File: src/rtl/gene_net_attr_if.sv
// Bundles the rule-programming, run-control and result signals of the gene
// network attractor engine. Clock and reset stay as plain module ports.
interface gene_net_attr_if #(
  parameter int N  = 8,
  parameter int SW = 16
);
  localparam int GW = (N > 1) ? $clog2(N) : 1;

  logic          cfg_we;
  logic [GW-1:0] cfg_gene;
  logic          cfg_term;
  logic [N-1:0]  cfg_pos;
  logic [N-1:0]  cfg_neg;
  logic          start;
  logic [N-1:0]  x_in;
  logic [SW-1:0] max_steps;
  logic          abort;
  logic [N-1:0]  x_out;
  logic          busy;
  logic          done;
  logic [1:0]    status;
  logic [SW-1:0] period;
  logic [SW-1:0] steps;

  modport master (
    output cfg_we, cfg_gene, cfg_term, cfg_pos, cfg_neg,
    output start, x_in, max_steps, abort,
    input  x_out, busy, done, status, period, steps
  );

  modport slave (
    input  cfg_we, cfg_gene, cfg_term, cfg_pos, cfg_neg,
    input  start, x_in, max_steps, abort,
    output x_out, busy, done, status, period, steps
  );
endinterface

File: src/rtl/gene_net_attr.sv
// Synchronous Boolean gene network with two programmable product terms per gene;
// iterates from a loaded state and finds the attractor using Brent's algorithm.
module gene_net_attr #(
  parameter int N  = 8,
  parameter int SW = 16
) (
  input  logic            clk,
  input  logic            rst_n,
  gene_net_attr_if.slave  bus
);

  typedef enum logic [1:0] {IDLE, RUN, DONE} state_t;

  localparam logic [1:0] ST_NONE    = 2'b00;
  localparam logic [1:0] ST_FIXED   = 2'b01;
  localparam logic [1:0] ST_CYCLE   = 2'b10;
  localparam logic [1:0] ST_TIMEOUT = 2'b11;

  state_t        state_q, state_d;
  logic [N-1:0]  pos_q [N][2];
  logic [N-1:0]  pos_d [N][2];
  logic [N-1:0]  neg_q [N][2];
  logic [N-1:0]  neg_d [N][2];
  logic [N-1:0]  x_q, x_d;
  logic [N-1:0]  saved_q, saved_d;
  logic [SW-1:0] power_q, power_d;
  logic          power_sat_q, power_sat_d;
  logic [SW-1:0] lam_q, lam_d;
  logic [SW-1:0] steps_q, steps_d;
  logic [SW-1:0] max_q, max_d;
  logic [SW-1:0] period_q, period_d;
  logic [1:0]    status_q, status_d;
  logic          done_q, done_d;

  logic [N-1:0][1:0] term_hit;
  logic [N-1:0]      x_next;
  logic [SW-1:0]     lam_inc;
  logic [SW-1:0]     steps_inc;

  // A term with no literals selected is disabled rather than trivially true.
  for (genvar gi = 0; gi < N; gi++) begin : g_gene
    for (genvar ti = 0; ti < 2; ti++) begin : g_term
      assign term_hit[gi][ti] = (|(pos_q[gi][ti] | neg_q[gi][ti]))
                             && ((x_q & pos_q[gi][ti]) == pos_q[gi][ti])
                             && ((x_q & neg_q[gi][ti]) == '0);
    end
    assign x_next[gi] = |term_hit[gi];
  end

  assign lam_inc   = (&lam_q)   ? lam_q   : lam_q   + SW'(1);
  assign steps_inc = (&steps_q) ? steps_q : steps_q + SW'(1);

  always_comb begin
    state_d     = state_q;
    pos_d       = pos_q;
    neg_d       = neg_q;
    x_d         = x_q;
    saved_d     = saved_q;
    power_d     = power_q;
    power_sat_d = power_sat_q;
    lam_d       = lam_q;
    steps_d     = steps_q;
    max_d       = max_q;
    period_d    = period_q;
    status_d    = status_q;
    done_d      = 1'b0;

    if (bus.cfg_we && (state_q != RUN) && (32'(bus.cfg_gene) < N)) begin
      pos_d[bus.cfg_gene][bus.cfg_term] = bus.cfg_pos;
      neg_d[bus.cfg_gene][bus.cfg_term] = bus.cfg_neg;
    end

    case (state_q)
      IDLE, DONE: begin
        if (bus.start) begin
          state_d     = RUN;
          x_d         = bus.x_in;
          saved_d     = bus.x_in;
          power_d     = SW'(1);
          power_sat_d = 1'b0;
          lam_d       = '0;
          steps_d     = '0;
          max_d       = bus.max_steps;
          status_d    = ST_NONE;
        end
      end
      RUN: begin
        if (bus.abort) begin
          state_d  = IDLE;
          status_d = ST_NONE;
        end else if (max_q == '0) begin
          state_d  = DONE;
          status_d = ST_TIMEOUT;
          period_d = '0;
          done_d   = 1'b1;
        end else begin
          x_d     = x_next;
          steps_d = steps_inc;
          if (x_next == saved_q) begin
            state_d  = DONE;
            period_d = lam_inc;
            status_d = (lam_inc == SW'(1)) ? ST_FIXED : ST_CYCLE;
            done_d   = 1'b1;
          end else begin
            // Once power can no longer double, the saved state is frozen.
            if (!power_sat_q && (lam_inc == power_q)) begin
              saved_d = x_next;
              lam_d   = '0;
              if (power_q[SW-1]) power_sat_d = 1'b1;
              else               power_d     = power_q << 1;
            end else begin
              lam_d = lam_inc;
            end
            if (steps_inc == max_q) begin
              state_d  = DONE;
              status_d = ST_TIMEOUT;
              period_d = '0;
              done_d   = 1'b1;
            end
          end
        end
      end
      default: state_d = IDLE;
    endcase
  end

  always_ff @(posedge clk) begin
    if (!rst_n) begin
      state_q     <= IDLE;
      pos_q       <= '{default: '0};
      neg_q       <= '{default: '0};
      x_q         <= '0;
      saved_q     <= '0;
      power_q     <= '0;
      power_sat_q <= 1'b0;
      lam_q       <= '0;
      steps_q     <= '0;
      max_q       <= '0;
      period_q    <= '0;
      status_q    <= ST_NONE;
      done_q      <= 1'b0;
    end else begin
      state_q     <= state_d;
      pos_q       <= pos_d;
      neg_q       <= neg_d;
      x_q         <= x_d;
      saved_q     <= saved_d;
      power_q     <= power_d;
      power_sat_q <= power_sat_d;
      lam_q       <= lam_d;
      steps_q     <= steps_d;
      max_q       <= max_d;
      period_q    <= period_d;
      status_q    <= status_d;
      done_q      <= done_d;
    end
  end

  assign bus.x_out  = x_q;
  assign bus.busy   = (state_q == RUN);
  assign bus.done   = done_q;
  assign bus.status = status_q;
  assign bus.period = period_q;
  assign bus.steps  = steps_q;

endmodule

File: src/flat_wrapper.sv
// flat-port wrapper written by rule: the top's interface ports become plain ports
module gene_net_attr_flat 
#(
  parameter int N  = 8,
  parameter int SW = 16
)
  (clk, rst_n, bus_cfg_we, bus_cfg_gene, bus_cfg_term, bus_cfg_pos, bus_cfg_neg, bus_start, bus_x_in, bus_max_steps, bus_abort, bus_x_out, bus_busy, bus_done, bus_status, bus_period, bus_steps);
  gene_net_attr_if #(.N(N), .SW(SW)) bus_i ();
  input  logic clk;
  input  logic rst_n;
  input wire logic [$bits(bus_i.cfg_we)-1:0] bus_cfg_we;
  input wire logic [$bits(bus_i.cfg_gene)-1:0] bus_cfg_gene;
  input wire logic [$bits(bus_i.cfg_term)-1:0] bus_cfg_term;
  input wire logic [$bits(bus_i.cfg_pos)-1:0] bus_cfg_pos;
  input wire logic [$bits(bus_i.cfg_neg)-1:0] bus_cfg_neg;
  input wire logic [$bits(bus_i.start)-1:0] bus_start;
  input wire logic [$bits(bus_i.x_in)-1:0] bus_x_in;
  input wire logic [$bits(bus_i.max_steps)-1:0] bus_max_steps;
  input wire logic [$bits(bus_i.abort)-1:0] bus_abort;
  output wire logic [$bits(bus_i.x_out)-1:0] bus_x_out;
  output wire logic [$bits(bus_i.busy)-1:0] bus_busy;
  output wire logic [$bits(bus_i.done)-1:0] bus_done;
  output wire logic [$bits(bus_i.status)-1:0] bus_status;
  output wire logic [$bits(bus_i.period)-1:0] bus_period;
  output wire logic [$bits(bus_i.steps)-1:0] bus_steps;
  assign bus_i.cfg_we = bus_cfg_we;
  assign bus_i.cfg_gene = bus_cfg_gene;
  assign bus_i.cfg_term = bus_cfg_term;
  assign bus_i.cfg_pos = bus_cfg_pos;
  assign bus_i.cfg_neg = bus_cfg_neg;
  assign bus_i.start = bus_start;
  assign bus_i.x_in = bus_x_in;
  assign bus_i.max_steps = bus_max_steps;
  assign bus_i.abort = bus_abort;
  assign bus_x_out = bus_i.x_out;
  assign bus_busy = bus_i.busy;
  assign bus_done = bus_i.done;
  assign bus_status = bus_i.status;
  assign bus_period = bus_i.period;
  assign bus_steps = bus_i.steps;
  gene_net_attr #(.N(N), .SW(SW)) u_core (.clk(clk), .rst_n(rst_n), .bus(bus_i));
endmodule
File: config.mk
export PLATFORM = sky130hd
export DESIGN_NAME = gene_net_attr_flat
export DESIGN_NICKNAME = d
export VERILOG_FILES = /design/src/rtl/gene_net_attr_if.sv /design/src/rtl/gene_net_attr.sv /design/src/flat_wrapper.sv
export SDC_FILE = /design/constraint.sdc
export NUM_CORES = 1
export LEC_CHECK = 0
export CAP_MARGIN = 25
export CORE_UTILIZATION = 50
export CTS_BUF_LIST = sky130_fd_sc_hd__clkbuf_16
export DETAILED_ROUTE_END_ITERATION = 10
export PLACE_DENSITY_LB_ADDON = 0.2
export SLEW_MARGIN = 10
export SYNTH_ARGS = -nofsm -noshare
export SYNTH_HDL_FRONTEND = slang
export SYNTH_SLANG_ARGS = --single-unit
File: constraint.sdc
create_clock -name clk -period 4.4 [get_ports clk]
set_input_delay 1.32 -clock clk [delete_from_list [all_inputs] [get_ports clk]]
set_output_delay 1.32 -clock clk [all_outputs]
set_load 0.01 [all_outputs]
==> results_tabular.tex <==
\begin{tabular}{lr}
\hline
Metric & Value \\
\hline
\multicolumn{2}{l}{\textbf{Final layout}} \\
Commonest cells after routing, fill and taps aside & 670 x nand2\_1, 358 x dfxtp\_1, 315 x a21oi\_1 \\
Commonest non-fill, non-tap cell in the layout & nand2\_1 \\
Utilization of the core after routing & 59.09\% \\
Layout Area Growth over Synthesis & 15.88\% \\
Number of nets in the finished design & around 2300 \\
Ratio of cells with drive above 1 in the final layout & 7.526\% \\
Fillers & 3111 \\
Non-Filler Cell Area, Final & 0.01991 mm2 \\
Antenna cells & 0 \\
\multicolumn{2}{l}{\textbf{GRT}} \\
Total Routing Usage GR & 32.66\% \\
Antenna violations before repair & 0 \\
Pin count of the biggest net entering global routing & 110 \\
Via count of the first global-routing pass & roughly 16000 \\
Global route total overflow & 0 \\
Global-route wire length before repair & just over 90000 um \\
\multicolumn{2}{l}{\textbf{Hold path}} \\
Min-Delay Path Depth & 2 \\
HP Start & u\_core.bus.period[9] \\
Worst hold endpoint & u\_core.bus.period[9] \\
Worst min-delay path class & flip-flop to flip-flop \\
\multicolumn{2}{l}{\textbf{Clock network}} \\
Number of buffers inserted by hold repair at cts & 0 \\
Number of clock buffers inserted by TritonCTS & 39 \\
Latest clock arrival within the worst-skew pair & 550 ps \\
Clock tree from TritonCTS & yes \\
Maximum level of the CTS H-tree & 2 \\
Clk buf depth & 3 \\
Post-cts sizing count & 0 \\
Count of clock tree sinks & 358 \\
Post-CTS Setup Repair Bufs & 0 \\
Cell at the root of the clock tree & clkbuf\_16 \\
Clk slew on worst S/H paths & 60 ps \\
\multicolumn{2}{l}{\textbf{Synth}} \\
Number of synthesized register bits & 358 \\
Yosys synthesis warning count & 0 \\
Sequential area share after synthesis & 41.70\% \\
Cell count after synthesis & 2241 \\
Fraction of registers with async set or reset after synthesis & 0\% \\
Commonest register cell after synthesis & dfxtp\_1 \\
Synth Area per Inst & roughly 7.7 um2 \\
Post-synthesis cell type count & 82 \\
Post-synth EDFFs & 0 \\
Netlist Area Pre-Place & 0.01719 mm2 \\
Post-synth net total & 2292 \\
\multicolumn{2}{l}{\textbf{STA}} \\
Period minus WS final & 4141 ps \\
Worst slew pin tran & 965.4 ps \\
Setup\_tns & 0 ps \\
Number of setup violations in the final report & 0 \\
Peak Freq & 0.2415 GHz \\
Final number of hold-violating endpoints & 0 \\
Post-Route Hold Slack & 454.4 ps \\
Max-slew violation total from the final report & 0 \\
Relative slew margins & between 30\% and 40\% \\
Period utilisation layout & between 90\% and 100\% \\
Worst setup skew after layout & around 22 ps \\
Setup repair after global routing missed its margin & no \\
\multicolumn{2}{l}{\textbf{Worst setup path}} \\
Capture instance of the worst register-to-register path & u\_core.power\_q[2] \\
Arrival time of the worst setup path & 4620 ps \\
Startpoint-to-endpoint class of the critical path & flip-flop to flip-flop \\
Crit path max fanout & 14 \\
Number of cells on the worst reg-to-reg path & 10 \\
Worst reg2reg setup slack & $\sim$260 ps \\
Critical path launch point type & flip-flop \\
Required time reported for the critical path endpoint & 4880 ps \\
Launch instance of the worst register-to-register path & u\_core.bus.x\_out[3] \\
Critical Path End Type & flip-flop \\
\multicolumn{2}{l}{\textbf{Routing}} \\
Wire length per cell & 21.50 um \\
Number of violations reported at the end of detailed-routing iteration 0 & 1970 \\
DR vias/cell & 6.237 \\
Number of search-and-repair iterations in the first detailed-routing pass & 6 \\
Total wirelength of the detailed-routed design & 59350 um \\
Number of remaining DRC errors & 0 \\
Remaining number of nets flagged by the antenna check after routing & 0 \\
Via total after detailed routing & 17220 \\
\multicolumn{2}{l}{\textbf{Floorplanning}} \\
Starting utilization of the core area & 51.00\% \\
Core Region & 0.03370 mm2 \\
Number of placement rows & 67 \\
Overall die area & roughly 0.035 mm2 \\
Vert. Die Dim & 187.4 um \\
Die span in x & around 190 um \\
IO Pins & 93 \\
\multicolumn{2}{l}{\textbf{Placement}} \\
Cell area after placement & $\sim$0.019 mm2 \\
DP HPWL & slightly below 40000 um \\
Placer's final routability congestion estimate & roughly 0.95 \\
Number of input and output port buffers inserted & 92 \\
\multicolumn{2}{l}{\textbf{Power and ir drop}} \\
Power density of the placed cells & 384.2 mW/mm2 \\
Post-route total power & 7.650 mW \\
Worst-case vdd ir drop & 276.4 uV \\
Static Leak & 6.903 nW \\
\multicolumn{2}{l}{\textbf{Job}} \\
Max\_cap viols & 0 \\
\multicolumn{2}{l}{\textbf{Run status}} \\
Run status & completed \\
\hline
\end{tabular}
[state kept, by name, indices dropped and copies added, names as in the netlist]
register / count
u_core.pos_q: 128
u_core.bus.status: 2
u_core.bus.x_out: 8
u_core.bus.done: 1
u_core.lam_q: 16
u_core.power_sat_q: 1
u_core.neg_q: 128
u_core.power_q: 16
u_core.bus.steps: 16
u_core.bus.period: 16
u_core.saved_q: 8
u_core.state_q: 2
u_core.max_q: 16
[power by group]
part | switching, mW | total, mW | internal, mW | leakage (nW)
Combinational | 0.653 | 1.01 | 0.352 | 3.36
Clock | 1.37 | 3.25 | 1.89 | 0.654
Sequential | 0.0857 | 3.39 | 3.31 | 2.89
Total | 2.10 | 7.65 | 5.55 | 6.90
[metrics by stage]
stage / setup slack (ps) / instances
2_1_floorplan: 1111 / 2241
3_3_place_gp: 409.5 / 2684
3_5_place_dp: 378.3 / 2687
4_1_cts: 364.0 / 2758
5_1_grt: 142.3 / 2760
6_report: 259.2 / 2760
[how the worst max path moves through the flow]
stage / start / to / slack [ps]
after floorplan: u_core.lam_q[1] / u_core.power_q[10] / 1110
after global placement: u_core.lam_q[3] / u_core.power_q[12] / 410
after detailed placement: u_core.lam_q[3] / u_core.power_q[6] / 380
after CTS: u_core.lam_q[3] / u_core.power_q[2] / 360
final: u_core.bus.x_out[3] / u_core.power_q[2] / 260
after global routing: u_core.lam_q[3] / u_core.power_q[2] / 140
[cell families after synthesis]
family / synth area share, %
buf+inv: 4.776
xor+xnor: 2.752
fa+ha+maj: 0.1456
flops: 41.70
mux: 3.793
simple gates: 27.26
compound gates: 19.57
[worst max-delay path: stages (launching register included)]
cell and delay [ps]:
dfxtp_1 860, mux2_2 410, a211o_1 220, nor4_1 400, a32oi_1 190, xnor2_1 210, nor4_4 440, buf_4 220
a2111oi_4 90, o31ai_2 760, a22o_1 260
[layout make-up]
type                            count  area (um2)  share of cell area (%)
Inverter                           24       97.59                  0.4901
Timing Repair Buffer              175        1614                   8.105
Tap cell                          448       560.5                   2.815
Clock inverter                     31       254.0                   1.275
Multi-Input combinational cell   1684        9220                   46.30
Sequential cell                   358        7167                   35.99
Clock buffer                       40        1001                   5.026
[synthesized netlist by cell type, types with 5 or more instances]
cell / count / share of area, %
a31oi_1: 10 / 0.36
and4_1: 10 / 0.51
a2111oi_0: 8 / 0.41
nor2_1: 49 / 1.1
o2111ai_1: 7 / 0.36
a22o_1: 41 / 2.1
a221o_1: 9 / 0.52
or3_1: 8 / 0.29
mux2_2: 9 / 0.59
mux2i_1: 55 / 3.2
nand4_1: 46 / 1.7
a2bb2oi_1: 5 / 0.25
o21ai_0: 31 / 0.90
buf_1: 14 / 0.31
nand3_1: 43 / 1.3
a211oi_1: 5 / 0.22
buf_2: 28 / 0.82
a221oi_1: 15 / 0.76
nand2_1: 670 / 15
xnor2_1: 42 / 2.1
o211a_1: 6 / 0.35
nor3_1: 24 / 0.70
a41oi_1: 6 / 0.31
nor3b_1: 6 / 0.26
nor4_1: 86 / 3.1
inv_1: 20 / 0.44
and3_1: 15 / 0.55
a22oi_1: 11 / 0.48
buf_4: 6 / 0.26
nand2b_1: 17 / 0.62
clkbuf_1: 124 / 2.7
a21oi_1: 316 / 9.2
dfxtp_1: 358 / 42
o2bb2ai_1: 9 / 0.46
o22ai_1: 11 / 0.40
a21boi_0: 6 / 0.26
xor2_1: 12 / 0.61
nor2b_1: 21 / 0.76
and2_1: 9 / 0.33
[layer usage]
layer / wire, um / track usage (%) / vias up
li1: - / - / 7959
met1: 24340 / 43.24 / 8146
met2: 27360 / 53.36 / 950
met3: 5498 / 5.122 / 160
met4: 2151 / 12.70 / 0
met5: 0 / 0 / -
(Power assumes the default switching activity.)
